--- src/rtl/keypad_pkg.sv ---
// Shared types and helpers for the 4x4 matrix keypad scanner.
package keypad_pkg;

   typedef enum logic [1:0] {
      SCAN     = 2'd0,
      DEBOUNCE = 2'd1,
      HELD     = 2'd2
   } state_e;

   localparam logic [3:0] COL_RESET = 4'b1110;

   // Keypad legend: r0: 1 2 3 A, r1: 4 5 6 B, r2: 7 8 9 C, r3: E 0 F D
   function automatic logic [3:0] key_map(input logic [1:0] row, input logic [1:0] col);
      logic [3:0] code;
      case ({row, col})
         4'h0:    code = 4'h1;
         4'h1:    code = 4'h2;
         4'h2:    code = 4'h3;
         4'h3:    code = 4'hA;
         4'h4:    code = 4'h4;
         4'h5:    code = 4'h5;
         4'h6:    code = 4'h6;
         4'h7:    code = 4'hB;
         4'h8:    code = 4'h7;
         4'h9:    code = 4'h8;
         4'hA:    code = 4'h9;
         4'hB:    code = 4'hC;
         4'hC:    code = 4'hE;
         4'hD:    code = 4'h0;
         4'hE:    code = 4'hF;
         4'hF:    code = 4'hD;
         default: code = 4'h0;
      endcase
      return code;
   endfunction

   // Index of the lowest active-low row; only meaningful when some row is low.
   function automatic logic [1:0] first_low(input logic [3:0] rows);
      logic [1:0] idx;
      if (!rows[0])      idx = 2'd0;
      else if (!rows[1]) idx = 2'd1;
      else if (!rows[2]) idx = 2'd2;
      else               idx = 2'd3;
      return idx;
   endfunction

endpackage

--- src/rtl/keypad_tick_gen.sv ---
// Free-running scan tick divider: tick is high for one clk every SCAN_DIV clks.
module keypad_tick_gen #(
   parameter int unsigned SCAN_DIV = 50_000
) (
   input  logic clk,
   input  logic rst,
   output logic tick
);

   localparam int unsigned CW = $clog2(SCAN_DIV);
   localparam logic [CW-1:0] LAST = CW'(SCAN_DIV - 1);

   logic [CW-1:0] cnt_q, cnt_d;
   logic          tick_q;

   always_comb begin
      cnt_d = cnt_q + CW'(1);
      if (cnt_q == LAST) cnt_d = '0;
   end

   // tick is registered so it is high exactly while cnt_q sits at LAST
   always_ff @(posedge clk or posedge rst) begin
      if (rst) begin
         cnt_q  <= '0;
         tick_q <= 1'b0;
      end else begin
         cnt_q  <= cnt_d;
         tick_q <= (cnt_d == LAST);
      end
   end

   assign tick = tick_q;

endmodule

--- src/rtl/keypad_scan.sv ---
// 4x4 active-low keypad scanner with press/release debounce and hex decode.
// Define KEYPAD_DIGITS_EN to build the 32-bit accepted-digit shift register.
module keypad_scan
   import keypad_pkg::*;
#(
   parameter int unsigned SCAN_DIV     = 50_000,
   parameter int unsigned DEBOUNCE_CNT = 4
) (
   input  logic        clk,
   input  logic        rst,
   input  logic [3:0]  row_in,
   output logic [3:0]  col_out,
   output logic        key_valid,
   output logic [3:0]  key_code,
   output logic        key_held,
   output logic [31:0] digits
);

   localparam int unsigned DBC_W = $clog2(DEBOUNCE_CNT + 1);

   logic [3:0]       row_meta_q, row_sync_q;
   logic             tick;
   state_e           state_q, state_d;
   logic [3:0]       col_q, col_d;
   logic [1:0]       col_idx_q, col_idx_d;
   logic [1:0]       row_q, row_d;
   logic [DBC_W-1:0] dbc_q, dbc_d;
   logic             key_valid_q, key_valid_d;
   logic [3:0]       key_code_q, key_code_d;
   logic             key_held_q, key_held_d;
   logic             accept;

   logic             key_det, same_row, row_low, dbc_hit;
   logic [1:0]       det_row;
   logic [DBC_W-1:0] dbc_inc;

   keypad_tick_gen #(.SCAN_DIV(SCAN_DIV)) u_tick (
      .clk  (clk),
      .rst  (rst),
      .tick (tick)
   );

   // Rows are asynchronous to clk
   always_ff @(posedge clk or posedge rst) begin
      if (rst) begin
         row_meta_q <= 4'hF;
         row_sync_q <= 4'hF;
      end else begin
         row_meta_q <= row_in;
         row_sync_q <= row_meta_q;
      end
   end

   assign key_det  = ~&row_sync_q;
   assign det_row  = first_low(row_sync_q);
   assign same_row = key_det && (det_row == row_q);
   assign row_low  = ~row_sync_q[row_q];
   assign dbc_inc  = dbc_q + DBC_W'(1);
   assign dbc_hit  = (dbc_inc == DBC_W'(DEBOUNCE_CNT));

   always_ff @(posedge clk or posedge rst) begin
      if (rst) state_q <= SCAN;
      else     state_q <= state_d;
   end

   always_comb begin
      state_d = state_q;
      if (tick) begin
         case (state_q)
            SCAN: begin
               if (key_det) state_d = (DEBOUNCE_CNT == 1) ? HELD : DEBOUNCE;
            end
            DEBOUNCE: begin
               if (!same_row)    state_d = SCAN;
               else if (dbc_hit) state_d = HELD;
            end
            HELD: begin
               if (!row_low && dbc_hit) state_d = SCAN;
            end
            default: state_d = SCAN;
         endcase
      end
   end

   // Column rotation, debounce counting and the accept event
   always_comb begin
      col_d       = col_q;
      col_idx_d   = col_idx_q;
      row_d       = row_q;
      dbc_d       = dbc_q;
      key_valid_d = 1'b0;
      key_code_d  = key_code_q;
      key_held_d  = key_held_q;
      accept      = 1'b0;
      if (tick) begin
         case (state_q)
            SCAN: begin
               if (key_det) begin
                  row_d = det_row;
                  dbc_d = DBC_W'(1);
                  if (DEBOUNCE_CNT == 1) accept = 1'b1;
               end else begin
                  col_d     = {col_q[2:0], col_q[3]};
                  col_idx_d = col_idx_q + 2'd1;
               end
            end
            DEBOUNCE: begin
               if (!same_row) begin
                  dbc_d     = '0;
                  col_d     = {col_q[2:0], col_q[3]};
                  col_idx_d = col_idx_q + 2'd1;
               end else if (dbc_hit) begin
                  accept = 1'b1;
               end else begin
                  dbc_d = dbc_inc;
               end
            end
            HELD: begin
               if (row_low) begin
                  dbc_d = '0;
               end else if (dbc_hit) begin
                  dbc_d      = '0;
                  key_held_d = 1'b0;
                  col_d      = {col_q[2:0], col_q[3]};
                  col_idx_d  = col_idx_q + 2'd1;
               end else begin
                  dbc_d = dbc_inc;
               end
            end
            default: dbc_d = '0;
         endcase
      end
      if (accept) begin
         key_code_d  = key_map(row_d, col_idx_q);
         key_valid_d = 1'b1;
         key_held_d  = 1'b1;
         dbc_d       = '0;
      end
   end

   always_ff @(posedge clk or posedge rst) begin
      if (rst) begin
         col_q       <= COL_RESET;
         col_idx_q   <= 2'd0;
         row_q       <= 2'd0;
         dbc_q       <= '0;
         key_valid_q <= 1'b0;
         key_code_q  <= 4'h0;
         key_held_q  <= 1'b0;
      end else begin
         col_q       <= col_d;
         col_idx_q   <= col_idx_d;
         row_q       <= row_d;
         dbc_q       <= dbc_d;
         key_valid_q <= key_valid_d;
         key_code_q  <= key_code_d;
         key_held_q  <= key_held_d;
      end
   end

`ifdef KEYPAD_DIGITS_EN
   logic [31:0] digits_q;

   always_ff @(posedge clk or posedge rst) begin
      if (rst)         digits_q <= 32'h0;
      else if (accept) digits_q <= {digits_q[27:0], key_code_d};
   end

   assign digits = digits_q;
`else
   assign digits = 32'h0;
`endif

   assign col_out   = col_q;
   assign key_valid = key_valid_q;
   assign key_code  = key_code_q;
   assign key_held  = key_held_q;

endmodule

--- config.mk ---
export PLATFORM = sky130hd
export DESIGN_NAME = keypad_scan
export DESIGN_NICKNAME = d
export VERILOG_FILES = /design/src/rtl/keypad_pkg.sv /design/src/rtl/keypad_tick_gen.sv /design/src/rtl/keypad_scan.sv
export SDC_FILE = /design/constraint.sdc
export NUM_CORES = 1
export LEC_CHECK = 0
export BUFFER_PORTS_ARGS = -buffer_cell sky130_fd_sc_hd__buf_2
export CAP_MARGIN = 25
export CORE_MARGIN = 1
export CORE_UTILIZATION = 50
export DETAILED_ROUTE_END_ITERATION = 6
export GPL_TIMING_DRIVEN = 1
export HOLD_SLACK_MARGIN = 0.06
export PLACE_DENSITY = 0.76
export RECOVER_POWER = 100
export REMOVE_ABC_BUFFERS = 1
export SLEW_MARGIN = 20
export SYNTH_ARGS = -nofsm -noshare
export SYNTH_HDL_FRONTEND = slang
export SYNTH_HIERARCHICAL = 1
export SYNTH_SLANG_ARGS = --single-unit
--- constraint.sdc ---
create_clock -name clk -period 2.3 [get_ports clk]
set_clock_uncertainty 0.2 [all_clocks]
set_input_delay 0.23 -clock clk [delete_from_list [all_inputs] [get_ports clk]]
set_output_delay 0.23 -clock clk [all_outputs]
set_load 0.02 [all_outputs]
======== Word-level counts from Yosys, hierarchy flattened ========
Memory sizes are Yosys's and may differ from the RTL's. A register that Yosys moved wholly into a read port is not among the register bits.
Cells that the tools add are included.
word-level totals
  word-level logic and storage cells ...... 87
  bits of input ports ..................... 6
  ROM bits ................................ 64
  output and inout bits ................... 42
  flip-flop bits (word level) ............. 40
  memories kept ........................... 1
  bits in writable memories ............... 0
  latch bits .............................. 0
memories
  memory           words  bits a word  read ports  clocked after memory_dff  wr ports  line              text
  (no name shown)  16     4            1           1                         0         keypad_pkg.sv:15  case ({row, col})
cells by class
  shifts and indexed selects .............. 0
  add/sub/neg operators ................... 3
  equality and inequality tests ........... 15
  bitwise gates (word level) .............. 0
  mux-type cells .......................... 42
  divide/modulo/power cells ............... 0
  magnitude comparators ................... 1
  reductions and logical operators ........ 14
  multipliers ............................. 0
operators by type and width
  operator                                                     count
  == test 16 bit (second input constant)                       2
  2-to-1 mux 2 bit                                             13
  2-to-1 mux 3 bit                                             7
  adder 16 x 1 -> 16 bit (second input constant)               1
  2-to-1 mux 16 bit                                            1
  2-to-1 mux 4 bit                                             4
  2-to-1 mux 1 bit                                             12
  inequality test 2 bit (second input constant)                6
  case mux 2 bit (3 select lines)                              2
  case mux 4 bit (3 select lines)                              1
  AND reduction 4 bit                                          3
  case mux 3 bit (3 select lines)                              1
  nonzero test 2 bit                                           4
  inequality test 3 bit (second input constant)                2
  AND reduction 6 bit                                          1
  inequality test 4 bit (second input constant)                1
  adder 3 x 1 -> 3 bit (second input constant)                 1
  == test 3 bit (second input constant)                        1
  less-than comparator 2 x 3 -> 1 bit (second input constant)  1
  AND reduction 3 bit                                          1
  nonzero test 3 bit                                           1
  adder 2 x 1 -> 2 bit (second input constant)                 1
  binary-select mux 1 bit (select 2 bit)                       1
  == test 2 x 1 -> 1 bit (second input constant)               1
  5 further kinds                                              6

======== Logic depth before layout (Yosys ltp) ========
Gate-level depths: netlist of the first run.
  depth after elaboration ................. 10
  gate-level depth with buffers ........... 7
  gate-level depth less buffers ........... 7

======== Cells and area by module ========
Netlist of the first run, hierarchy kept.
modules (own cells, without submodules)
  module           times used  seq. area each (um^2)  cells an instance  area each (um^2)
  keypad_scan      1           689.4                  154                1629.1
  keypad_tick_gen  1           425.4                  87                 872.1

======== Worst setup path before layout of the first run ========
No wires, ideal clock.
  kind .................................... register to register
  start ................................... reg dbc_q[0]
  end ..................................... reg key_code_q[0], in the netlist key_code[0]
  arrival time ............................ 1.890 ns
  clock period less this slack ............ 2.215 ns
  setup time .............................. 0.125 ns
  setup slack ............................. 0.085 ns
  required time ........................... 1.975 ns
  cell stages (with the launch flop) ...... 7
  path buffers ............................ 0
  cell sequence ........................... dfrtp_1 -> ha_1 -> xor2_1 -> and2_1 -> nand2_1 -> nor4_4 -> mux2_2
between the ends
  longest elaborated chain between the ends .. 6
ends and longest elaborated chain
  what                    line                text
  start, declared         keypad_scan.sv:27   logic [DBC_W-1:0] dbc_q, dbc_d;
  start signal, assigned  keypad_scan.sv:146  dbc_q <= '0;
  start signal, assigned  keypad_scan.sv:154  dbc_q <= dbc_d;
  adder 3 x 1 -> 3 bit    keypad_scan.sv:58   assign dbc_inc = dbc_q + DBC_W'(1);
  == test 3 bit           keypad_scan.sv:59   assign dbc_hit = (dbc_inc == DBC_W'(DEBOUNCE_CNT));
  2-to-1 mux 1 bit        keypad_scan.sv:112  end else if (dbc_hit) begin
  2-to-1 mux 1 bit        keypad_scan.sv:108  if (!same_row) begin
  2-to-1 mux 1 bit        keypad_scan.sv:96   case (state_q)
  2-to-1 mux 1 bit        keypad_scan.sv:95   if (tick) begin
  named net accept        keypad_scan.sv:31   logic accept;
  end, declared           keypad_scan.sv:29   logic [3:0] key_code_q, key_code_d;
The timed path passes the listed nets, and every way through them passes these cells.
A chain may end at the register's enable or synchronous reset.

======== Worst setup path after layout of the first run ========
  start ................................... reg u_tick.cnt_q[2]
  end ..................................... reg u_tick.tick_q, in the netlist u_tick/tick
between the ends
  longest elaborated chain between the ends .. 3
ends and longest elaborated chain
  what                                                      line                                          text
  start, declared                                           keypad_tick_gen.sv:13                         logic [CW-1:0] cnt_q, cnt_d;
  start signal, assigned                                    keypad_tick_gen.sv:27                         cnt_q <= cnt_d;
  adder 16 x 1 -> 16 bit or == test 16 bit (tied branches)  keypad_tick_gen.sv:17, keypad_tick_gen.sv:18
  2-to-1 mux 16 bit (*)                                     keypad_tick_gen.sv:18                         if (cnt_q == LAST) cnt_d = '0;
  == test 16 bit (*)                                        keypad_tick_gen.sv:28                         tick_q <= (cnt_d == LAST);
  end signal, assigned                                      keypad_tick_gen.sv:28
  end, declared                                             keypad_tick_gen.sv:14                         logic tick_q;
Mark *: on every way between the ends. The rest lies on a longest branch, timed or not.

==> summary.txt, run 1 <==
Yosys
  • Largest cells by area after synthesis: dfrtp_1 (33%), dfstp_2 (12%), buf_4 (9.6%), ha_1 (3.5%), xor2_1 (3.5%)
  • Post-Synth Simple-Gate Area: 0.188
  • Compound-cell area share of the yosys netlist: 0.0970
  • Mux share of post-synthesis cell area: 0.0660
  • Synth Warn #: 6
  • Post-synth top area cell: dfrtp_1
  • Share of the synthesized area in the top cell type: 0.330
  • Mapped Area: 2500 um^2
  • Synth unique cells: 53
  • Sequential-to-total area share from yosys stat: 0.446
  • Adder-Cell Fraction of Synth Area: 0.0350
  • Seq cells post-synth: 44
  • Number of enable flip-flop cells after synthesis: 0
  • Ys async rst share: 1.00
  • Post-Synth XOR/XNOR Area: 0.0525
  • Cells after Synth: 241
  • Main synth FF type: dfrtp_1
  • Main combinational cell family by area after synthesis: simple AND/OR/NAND/NOR gates
  • Syn Area/Cell: 10.4 um^2

Routing
  • Post-Route WL: 4.54 mm
  • Post-route ant nets: 0
  • Drt via density: 5.13
  • Drt first pass iters: 4
  • Residual DRC count: 0
  • Iter 0 DRT Violations: 151
  • Via count: 1796
  • Routed WL per cell: 13.0 um

STA
  • Setup TNS: 0 ns
  • Final setup vio count: 0
  • Fmax: 449 MHz
  • Slew @ Worst Pin: 0.675 ns
  • Final hold vios: 0
  • Final critical-path share of the clock period: 0.969
  • Min cycle time layout: 2.23 ns
  • Final Max Tran Viols: 0
  • Unrepaired setup endpoints after global routing: no
  • Setup WS post-layout: 0.0717 ns
  • Fin Hold WS: 0.157 ns
  • Max-slew headroom: 0.549

CTS
  • Clk slew on worst S/H paths: 0.08 ns
  • CTS tree: built
  • Max clock buf depth: 2
  • Clock Tree Root: clkbuf_8
  • Clk_lat worst skew: 0.30 ns
  • Cts bufs inserted: 5
  • CTS HTree Levels: 2
  • # clock sinks: 44

Global routing
  • Largest net degree at the start of global routing: 20
  • Global-route wire length before repair: 7.51 mm
  • Initial antenna violation count: 0
  • Vias in the first global route: 1637
  • GRT overflow: 0
  • Total track usage: 0.190

Power and ir drop
  • Max IR drop VDD: 0.000386 V
  • LEAKAGE: 1.28 nW
  • Power consumption: 1.45 mW
  • Total power density per cell area: 516 nW/um^2

Cells and area
  • Antenna diode count: 0
  • Multi-input gate area: 1220 um^2
  • Area Overhead vs Synth: 12.1%
  • Final Cell Area: 2800 um^2
  • Commonest non-fill, non-tap cell in the layout: dfrtp_1
  • Fillers: 418
  • Layout cells sized above 1: 0.205
  • Final std cells w/o fill: 350
  • Seq. cell area: 1110 um^2
  • Commonest cells after routing, fill and taps aside: dfrtp_1 (33), conb_1 (32), nand2_1 (18), nor2_1 (18), clkbuf_1 (14)
  • Layout net count: 295
  • Final core occ: 0.589

Worst setup path
  • Worst EP arrival: 2.17 ns
  • Reg2reg start: u_tick/cnt_q[2]$_DFF_PP0_
  • CP Max Fanout: 5
  • R2r setup slk: 0.07 ns
  • Reg2reg end: u_tick/tick$_DFF_PP0_
  • Element type at the critical path start: flip-flop
  • Crit path capture type: flip-flop
  • R2R depth: 4
  • Required @ worst endpoint: 2.24 ns
  • Setup Crit Path Kind: reg -> reg

Placed design
  • DP Worst Slack: 0.0603 ns
  • PortBufs: 15
  • Routability cong.: 0.885
  • Placed wire-length estimate: 3.28 mm
  • Placed Cells: 335
  • Post-place instance area: 2640 um^2

Floorplan
  • Die Y: 72.7 um
  • Initial Util: 0.526
  • Rows: 25
  • Core Area: 4750 um^2
  • Die Width: 72.7 um
  • Die Area: 5290 um^2
  • Ports: 48

Worst hold path
  • WHS Path Cells: 0
  • Worst hold path class: reg -> reg
  • Hold EP: row_sync_q[3]$_DFF_PP1_
  • Worst Hold Launch: row_meta_q[3]$_DFF_PP1_

Status
  • Status: finished, final reports clean

Job
  • Max-Cap Viols: 0
-- power breakdown --
part	switching [mW]	total [mW]	internal, mW
clock	0.255	0.566	0.311
combinational	0.0712	0.0876	0.0164
sequential	0.00614	0.793	0.786
total	0.332	1.45	1.11
-- routing by layer --
metal / part of all wire / global-route usage / vias up / wire [um]
met3: 0.051 / 0.0359 / 8 / 233
met2: 0.48 / 0.288 / 62 / 2190
met1: 0.45 / 0.252 / 865 / 2040
li1: - / - / 861 / -
met5: 0 / 0 / - / 0
met4: 0.017 / 0.120 / 0 / 76
-- logic make-up after synthesis --
family / count (synthesis)
AOI/OAI and AO/OA: 33
xor gates and xnor gates: 15
adders and majority gates: 7
buffers and inverters: 44
DFF: 44
muxes: 14
other: 1
and+or+nand+nor: 83
-- layout make-up --
| class | count | area share |
|---|---|---|
| timing repair buffer | 37 | 0.0804 |
| sequential | 44 | 0.398 |
| inverter | 10 | 0.0134 |
| tap | 67 | 0.0299 |
| multi-input combinational | 184 | 0.437 |
| clock buffer | 7 | 0.0384 |
| clock inverter | 1 | 0.00312 |
-- worst max-delay path by stage --
| stage | depth (start not counted) | endpoint | startpoint |
|---|---|---|---|
| finish | 4 | u_tick/tick$_DFF_PP0_ | u_tick/cnt_q[2]$_DFF_PP0_ |
| global route | 5 | key_code[2]$_DFFE_PP0P_ | state_q[0]$_DFFE_PP0P_ |
| CTS | 5 | col_out[0]$_DFFE_PP0P_ | row_q[1]$_DFF_PP0_ |
| detailed placement | 5 | col_out[0]$_DFFE_PP0P_ | row_q[1]$_DFF_PP0_ |
| global placement | 5 | col_idx_q[1]$_DFFE_PP0P_ | row_q[1]$_DFF_PP0_ |
| floorplan | 6 | key_code[0]$_DFFE_PP0P_ | dbc_q[0]$_DFFE_PP0P_ |
-- synthesized netlist by cell type, types with 2 or more instances --
cell type,instances
mux2_2,7
nand2_1,18
xnor2_1,5
buf_4,32
o21ai_0,8
dfrtp_1,33
nand2b_1,2
nor3b_1,2
nor3_1,6
a32oi_1,2
dfstp_2,11
a21bo_2,2
nor2b_1,3
a21oi_1,4
nor2_1,18
o31a_1,2
mux2i_1,5
xor2_1,10
nand4_1,5
nand3_1,6
o31ai_1,3
nand3b_1,2
or3_1,4
inv_1,9
and3_1,2
ha_1,7
and3_4,2
nor4_1,4
a31oi_1,3
-- timing repair --
action,4_1_cts,5_1_grt
endpoints found under the hold margin,28,0
setup buffers,0,2
endpoints found under the setup margin,0,3
gates resized for setup,0,3
hold buffers,5,0
-- sequential cells by signal, summed over array words and instances (netlist names) --
| register | cells |
|---|---|
| state_q | 2 |
| u_tick/cnt_q | 16 |
| key_held | 1 |
| col_out | 4 |
| row_meta_q | 4 |
| col_idx_q | 2 |
| row_sync_q | 4 |
| dbc_q | 3 |
| row_q | 2 |
| key_valid | 1 |
| u_tick/tick | 1 |
| key_code | 4 |
-- worst max-delay path: stages, from the launching register on --
cell and delay [ns]:
dfrtp_1 0.44, nand4_1 0.21, nor4_1 0.43, mux2_1 0.37, nor4_1 0.43
(Power assumes the default switching activity.)
==> run 2, diff against run 1 <==
--- a/config.mk
+++ b/config.mk
@@ -12,7 +12,7 @@
 export DETAILED_ROUTE_END_ITERATION = 6
 export GPL_TIMING_DRIVEN = 1
 export HOLD_SLACK_MARGIN = 0.06
-export PLACE_DENSITY = 0.76
+export PLACE_DENSITY = 0.77
 export RECOVER_POWER = 100
 export REMOVE_ABC_BUFFERS = 1
 export SLEW_MARGIN = 20
==> summary.txt, run 2 (synthesis gave the netlist of run 1 again) <==
Status
  • Status: finished, final reports clean

STA
  • Setup WS post-layout: 0.0658 ns (-0.00584 ns)
  • Unrepaired setup endpoints after global routing: no
  • Final setup vio count: 0 (unchanged)
  • Final critical-path share of the clock period: 0.971 (+0.00254)
  • Final hold vios: 0 (unchanged)
  • Final Max Tran Viols: 0 (unchanged)
  • Max-slew headroom: 0.557 (+0.00747)
  • Fin Hold WS: 0.158 ns (+0.00115 ns)
  • Min cycle time layout: 2.23 ns (+0.00584 ns)
  • Fmax: 448 MHz (-0.26%)
  • Setup TNS: 0 ns (unchanged)
  • Slew @ Worst Pin: 0.664 ns (-0.0112 ns)

Global routing
  • Initial antenna violation count: 0 (unchanged)
  • GRT overflow: 0 (unchanged)
  • Vias in the first global route: 1569 (-4.2%)
  • Global-route wire length before repair: 7.22 mm (-3.9%)
  • Largest net degree at the start of global routing: 18 (-10%)
  • Total track usage: 0.181 (-0.00871)

Routing
  • Post-Route WL: 4.26 mm (-6.1%)
  • Residual DRC count: 0 (unchanged)
  • Drt first pass iters: 4 (unchanged)
  • Drt via density: 5.12 (-0.27%)
  • Post-route ant nets: 0 (unchanged)
  • Iter 0 DRT Violations: 129 (-15%)
  • Routed WL per cell: 12.2 um (-5.8%)
  • Via count: 1786 (-0.56%)

Power and ir drop
  • Sw Ratio: 0.236 (+0.00627)
  • LEAKAGE: 1.29 nW (+1.0%)
  • Clock Power Share: 0.398 (+0.007)
  • Total power density per cell area: 526 nW/um^2 (+1.9%)
  • Max IR drop VDD: 0.000400 V (+3.7%)
  • Internal Pwr Total: 1.11 mW (about the same)
  • Sw Pwr: 0.344 mW (+3.5%)
  • Part of the power in registers: 0.544 (-0.004)
  • Power consumption: 1.46 mW (+0.72%)
  • Comb power frac: 0.059 (-0.002)

Worst hold path
  • WHS Path Cells: 0 (unchanged)
  • Worst hold path class: reg -> reg
  • Hold EP: row_sync_q[2]$_DFF_PP1_
  • Worst Hold Launch: row_meta_q[2]$_DFF_PP1_

Worst setup path
  • Element type at the critical path start: flip-flop
  • R2r setup slk: 0.07 ns (about the same)
  • Worst EP arrival: 2.22 ns (+0.05 ns)
  • Required @ worst endpoint: 2.29 ns (+0.05 ns)
  • Reg2reg start: row_q[1]$_DFF_PP0_
  • R2R depth: 5 (+1)
  • CP Max Fanout: 6 (+1)
  • Reg2reg end: col_out[0]$_DFFE_PP0P_
  • Crit path capture type: flip-flop
  • Setup Crit Path Kind: reg -> reg

Cells and area
  • Fillers: 427 (+2.2%)
  • Final std cells w/o fill: 349 (-0.29%)
  • Multi-input gate area: 1210 um^2 (-1.3%)
  • Layout net count: 294 (-0.34%)
  • Final core occ: 0.583 (-0.00658)
  • Largest register FFs: 16 (unchanged)
  • Commonest non-fill, non-tap cell in the layout: dfrtp_1
  • Area Overhead vs Synth: 10.8%
  • Final Cell Area: 2770 um^2 (-1.1%)
  • Seq. cell area: 1110 um^2 (unchanged)
  • Top reg by flops: u_tick/cnt_q
  • Layout cells sized above 1: 0.181 (-0.0241)
  • Commonest cells after routing, fill and taps aside: dfrtp_1 (33), conb_1 (32), nand2_1 (18), nor2_1 (18), clkbuf_1 (16)
  • Antenna diode count: 0 (unchanged)

Floorplan
  • Initial Util: 0.526 (unchanged)
  • Core Area: 4750 um^2 (unchanged)
  • Die Width: 72.7 um (unchanged)
  • Die Y: 72.7 um (unchanged)
  • Rows: 25 (unchanged)
  • Die Area: 5290 um^2 (unchanged)
  • Ports: 48 (unchanged)

CTS
  • CTS tree: built
  • Clock Tree Root: clkbuf_8
  • Clk slew on worst S/H paths: 0.08 ns (about the same)
  • Cts bufs inserted: 5 (unchanged)
  • # clock sinks: 44 (unchanged)
  • CTS HTree Levels: 2 (unchanged)
  • Clk_lat worst skew: 0.30 ns (about the same)
  • Max clock buf depth: 2 (unchanged)

Placed design
  • Placed wire-length estimate: 3.23 mm (-1.7%)
  • Placed Cells: 336 (+0.30%)
  • Routability cong.: 0.867 (-2.0%)
  • PortBufs: 15 (unchanged)
  • Post-place instance area: 2650 um^2 (+0.28%)
  • DP Worst Slack: 0.117 ns (+0.0571 ns)

Job
  • Max-Cap Viols: 0 (unchanged)
[run 2: cell types whose count changed in the layout (fill, tap and decap cells not counted), moves of 2 or more]
cell / change
clkbuf_1: +2
and3_1: +2
and3_4: -2
buf_4: -3
[run 2: layer usage]
metal	up-vias	GRT usage	routed length, um
met5	-	0	0
met4	0	0.0784	83
met3	9	0.0456	184
met2	47	0.281	1930
met1	869	0.241	2070
li1	861	-	-
[run 2: how the worst max path moves through the flow]
stage	start	endpoint	slack (ns)
floorplan	dbc_q[0]$_DFFE_PP0P_	key_code[0]$_DFFE_PP0P_	0.08
global placement	row_q[1]$_DFF_PP0_	col_idx_q[1]$_DFFE_PP0P_	0.15
detailed placement	row_sync_q[0]$_DFF_PP1_	key_code[1]$_DFFE_PP0P_	0.12
CTS	row_sync_q[0]$_DFF_PP1_	key_code[1]$_DFFE_PP0P_	0.10
global route	row_q[1]$_DFF_PP0_	col_out[0]$_DFFE_PP0P_	0.009
finish	row_q[1]$_DFF_PP0_	col_out[0]$_DFFE_PP0P_	0.07
[run 2: area by class of cell]
class,count,share of cell area
well taps,67,0.0302
flip-flops and latches,44,0.402
multi-input cells,184,0.436
repair buffers,36,0.0758
clock buffers,7,0.0388
clock inverters,1,0.00316
inverters,10,0.0135
[run 2: repair_timing]
item                                   4_1_cts  5_1_grt
hold buffers                                 5        0
gates resized for setup                      0        1
endpoints found under the hold margin       37        0
setup buffers                                0        0
setup endpoints to repair                    0        1
[run 2: worst max-delay path: stages (launching register included)]
cell,delay [ns]
dfrtp_1,0.37
mux4_2,0.53
and3_1,0.21
and3_1,0.21
o21ai_4,0.25
mux2_2,0.36
[run 2: power by group through the flow]
stage,sequential [mW],clock [mW],combinational (mW)
after floorplan,0.805,0,0.0665
after global placement,0.806,0,0.0788
after detailed placement,0.807,0,0.0794
after CTS,0.792,0.599,0.0859
after global routing,0.793,0.625,0.0951
final,0.792,0.579,0.0852
==> run 3, diff against run 2 <==
--- a/config.mk
+++ b/config.mk
@@ -5,10 +5,13 @@
 export SDC_FILE = /design/constraint.sdc
 export NUM_CORES = 1
 export LEC_CHECK = 0
+export ABC_AREA = 1
 export BUFFER_PORTS_ARGS = -buffer_cell sky130_fd_sc_hd__buf_2
 export CAP_MARGIN = 25
+export CELL_PAD_IN_SITES_DETAIL_PLACEMENT = 1
+export CELL_PAD_IN_SITES_GLOBAL_PLACEMENT = 1
 export CORE_MARGIN = 1
-export CORE_UTILIZATION = 50
+export CORE_UTILIZATION = 37
 export DETAILED_ROUTE_END_ITERATION = 6
 export GPL_TIMING_DRIVEN = 1
 export HOLD_SLACK_MARGIN = 0.06
==> summary.txt, run 3 <==
Yosys
  • Synth Warn #: 6 (unchanged)
  • Synth unique cells: 30 (-43%)
  • Mapped Area: 2790 um^2 (+12%)
  • Sequential-to-total area share from yosys stat: 0.399 (-0.0464)
  • Number of enable flip-flop cells after synthesis: 0 (unchanged)
  • Ys async rst share: 1.00 (unchanged)
  • Syn Area/Cell: 7.48 um^2 (-28%)
  • Cell with the most instances after synthesis: nand2_1
  • Post-synth top area cell: dfrtp_1
  • Share of the synthesized area in the top cell type: 0.296 (-0.0343)
  • Largest cells by area after synthesis: dfrtp_1 (30%), nand2_1 (15%), dfstp_2 (10%), buf_4 (8.6%), inv_1 (5.8%)
  • Seq cells post-synth: 44 (unchanged)
  • Main synth FF type: dfrtp_1
  • Most frequent cells after synthesis: nand2_1 (108), inv_1 (43), nor2_1 (38), dfrtp_1 (33), buf_4 (32)
  • Cells after Synth: 373 (+55%)

Cells and area
  • Antenna diode count: 0 (unchanged)
  • Layout net count: 413 (+40%)
  • Commonest non-fill, non-tap cell in the layout: nand2_1
  • Final Cell Area: 3000 um^2 (+8.1%)
  • Largest register FFs: 16 (unchanged)
  • Area Overhead vs Synth: 7.31%
  • Layout cells sized above 1: 0.147 (-0.0337)
  • Top reg by flops: u_tick/cnt_q
  • Commonest cells after routing, fill and taps aside: nand2_1 (111), inv_1 (45), nor2_1 (39)

Global routing
  • Global-route wire length before repair: 10.4 mm (+44%)
  • Largest net degree at the start of global routing: 20 (+2)
  • GRT overflow: 0 (unchanged)
  • Vias in the first global route: 2243 (+43%)
  • Initial antenna violation count: 0 (unchanged)
  • Total track usage: 0.172 (-0.00948)

Floorplan
  • Ports: 48 (unchanged)
  • Rows: 31 (+24%)
  • Initial Util: 0.383 (-0.143)
  • Die Area: 7900 um^2 (+49%)
  • Core Area: 7290 um^2 (+53%)
  • Die Y: 88.9 um (+22%)
  • Die Width: 88.9 um (+22%)

Placed design
  • Placed wire-length estimate: 5.04 mm (+56%)
  • Post-place instance area: 2870 um^2 (+8.6%)
  • PortBufs: 15 (unchanged)
  • DP Worst Slack: 0.422 ns (+0.305 ns)
  • Routability cong.: 0.815 (-6.0%)

STA
  • Unrepaired setup endpoints after global routing: no
  • Slew @ Worst Pin: 0.704 ns (+0.0395 ns)
  • Final hold vios: 0 (unchanged)
  • Min cycle time layout: 2.04 ns (-0.197 ns)
  • Final critical-path share of the clock period: 0.886 (-0.0856)
  • Final setup vio count: 0 (unchanged)
  • Final Max Tran Viols: 0 (unchanged)
  • Setup WS post-layout: 0.263 ns (+0.197 ns)
  • Max-slew headroom: 0.530 (-0.0264)
  • Setup TNS: 0 ns (unchanged)
  • Fmax: 491 MHz (+9.7%)

Worst setup path
  • Required @ worst endpoint: 2.29 ns (about the same)
  • Worst EP arrival: 2.03 ns (-0.19 ns)
  • Setup Crit Path Kind: reg -> reg
  • Reg2reg start: row_sync_q[1]$_DFF_PP1_
  • CP Max Fanout: 7 (+1)
  • Reg2reg end: col_idx_q[1]$_DFFE_PP0P_
  • R2r setup slk: 0.26 ns (+0.20 ns)
  • Element type at the critical path start: flip-flop
  • R2R depth: 11 (+6)
  • Crit path capture type: flip-flop

Routing
  • Drt first pass iters: 4 (unchanged)
  • Post-route ant nets: 0 (unchanged)
  • Post-Route WL: 6.34 mm (+49%)
  • Drt via density: 4.48 (-12%)
  • Via count: 2239 (+25%)
  • Routed WL per cell: 12.7 um (+3.9%)
  • Iter 0 DRT Violations: 50 (-61%)
  • Residual DRC count: 0 (unchanged)

CTS
  • # clock sinks: 44 (unchanged)
  • Clock Tree Root: clkbuf_8
  • CTS tree: built
  • Setup bufs post-CTS: 0 (unchanged)
  • Clk_lat worst skew: 0.29 ns (about the same)
  • Clk slew on worst S/H paths: 0.09 ns (about the same)
  • CTS HTree Levels: 2 (unchanged)
  • Cts bufs inserted: 5 (unchanged)
  • Max clock buf depth: 2 (unchanged)

Worst hold path
  • WHS Path Cells: 0 (unchanged)
  • Hold EP: row_sync_q[0]$_DFF_PP1_
  • Worst Hold Launch: row_meta_q[0]$_DFF_PP1_
  • Worst hold path class: reg -> reg

Power and ir drop
  • Total power density per cell area: 495 nW/um^2 (-5.9%)
  • LEAKAGE: 1.62 nW (+26%)
  • Max IR drop VDD: 0.000289 V (-28%)

Status
  • Status: finished, final reports clean

Job
  • Max-Cap Viols: 0 (unchanged)
[run 3: changes by cell type after synthesis, moves of 7 or more]
cell,change
inv_1,+34
inv_2,+11
mux2_2,-7
nand2_1,+90
nand2_2,+14
nand3_1,+22
nor2_1,+20
xor2_1,-8
[run 3: area by class of cell]
class	instances	area, um^2
Fill cell	972	4300
Multi-Input combinational cell	272	1320
Sequential cell	44	1110
Inverter	56	210
Tap cell	99	124
Timing Repair Buffer	21	120
Clock buffer	5	68.8
Clock inverter	3	42.5
[run 3: stage by stage]
| stage | cells | hold WS [ns] | power (mW) | utilization |
|---|---|---|---|---|
| final | 500 | 0.161 | 1.48 | 0.411 |
| after global routing | 500 | 0.165 | 1.55 | 0.411 |
| after CTS | 500 | 0.162 | 1.51 | 0.416 |
| after detailed placement | 487 | 0.0129 | 0.893 | 0.394 |
| after global placement | 487 | 0.00396 | 0.891 | 0.394 |
| after floorplan | 372 | -0.0439 | 0.876 | - |
[run 3: how the worst max path moves through the flow]
| stage | from | endpoint | slack [ns] | cells past startpoint |
|---|---|---|---|---|
| 2_1_floorplan | dbc_q[0]$_DFFE_PP0P_ | col_idx_q[1]$_DFFE_PP0P_ | 0.62 | 9 |
| 3_3_place_gp | dbc_q[0]$_DFFE_PP0P_ | col_idx_q[1]$_DFFE_PP0P_ | 0.49 | 9 |
| 3_5_place_dp | dbc_q[0]$_DFFE_PP0P_ | col_idx_q[1]$_DFFE_PP0P_ | 0.42 | 9 |
| 4_1_cts | dbc_q[0]$_DFFE_PP0P_ | key_code[0]$_DFFE_PP0P_ | 0.40 | 9 |
| 5_1_grt | row_sync_q[1]$_DFF_PP1_ | col_idx_q[1]$_DFFE_PP0P_ | 0.14 | 11 |
| 6_report | row_sync_q[1]$_DFF_PP1_ | col_idx_q[1]$_DFFE_PP0P_ | 0.26 | 11 |
[run 3: timing repair]
item                                   in CTS  in global routing
endpoints found under the hold margin      29                  0
hold buffers                                5                  0
gates resized for setup                     0                  0
[run 3: critical path, stage by stage, from the launching register on]
cell and delay [ns]:
dfstp_1 0.59, nand2_2 0.10, inv_2 0.08, nand2_4 0.06
inv_2 0.09, nor2_4 0.05, nand3_1 0.24, nand2_1 0.16
inv_2 0.15, nand2_4 0.09, nand2_1 0.08, o21ai_2 0.05
[run 3: power breakdown]
part / internal, mW / total, mW / switching, mW
Clock: 0.322 / 0.599 / 0.277
Sequential: 0.786 / 0.791 / 0.00490
Combinational: 0.0152 / 0.0924 / 0.0772
[run 3: cells by family (layout without fill, tap and decap cells)]
| family | Yosys count | count (layout) | share of synthesized area |
|---|---|---|---|
| buf+inv | 88 | 85 | 0.161 |
| compound gates | 16 | 16 | 0.0363 |
| flops | 44 | 44 | 0.399 |
| other cells | 1 | 32 | 0.00134 |
| fa+ha+maj | 7 | 7 | 0.0314 |
| simple gates | 215 | 215 | 0.364 |
| xor+xnor | 2 | 2 | 0.00628 |
[run 3: layer usage]
metal / track usage / wire length, um
met5: 0 / 0
met2: 0.301 / 2970
met4: 0.0455 / 93
met1: 0.226 / 3170
met3: 0.0168 / 108
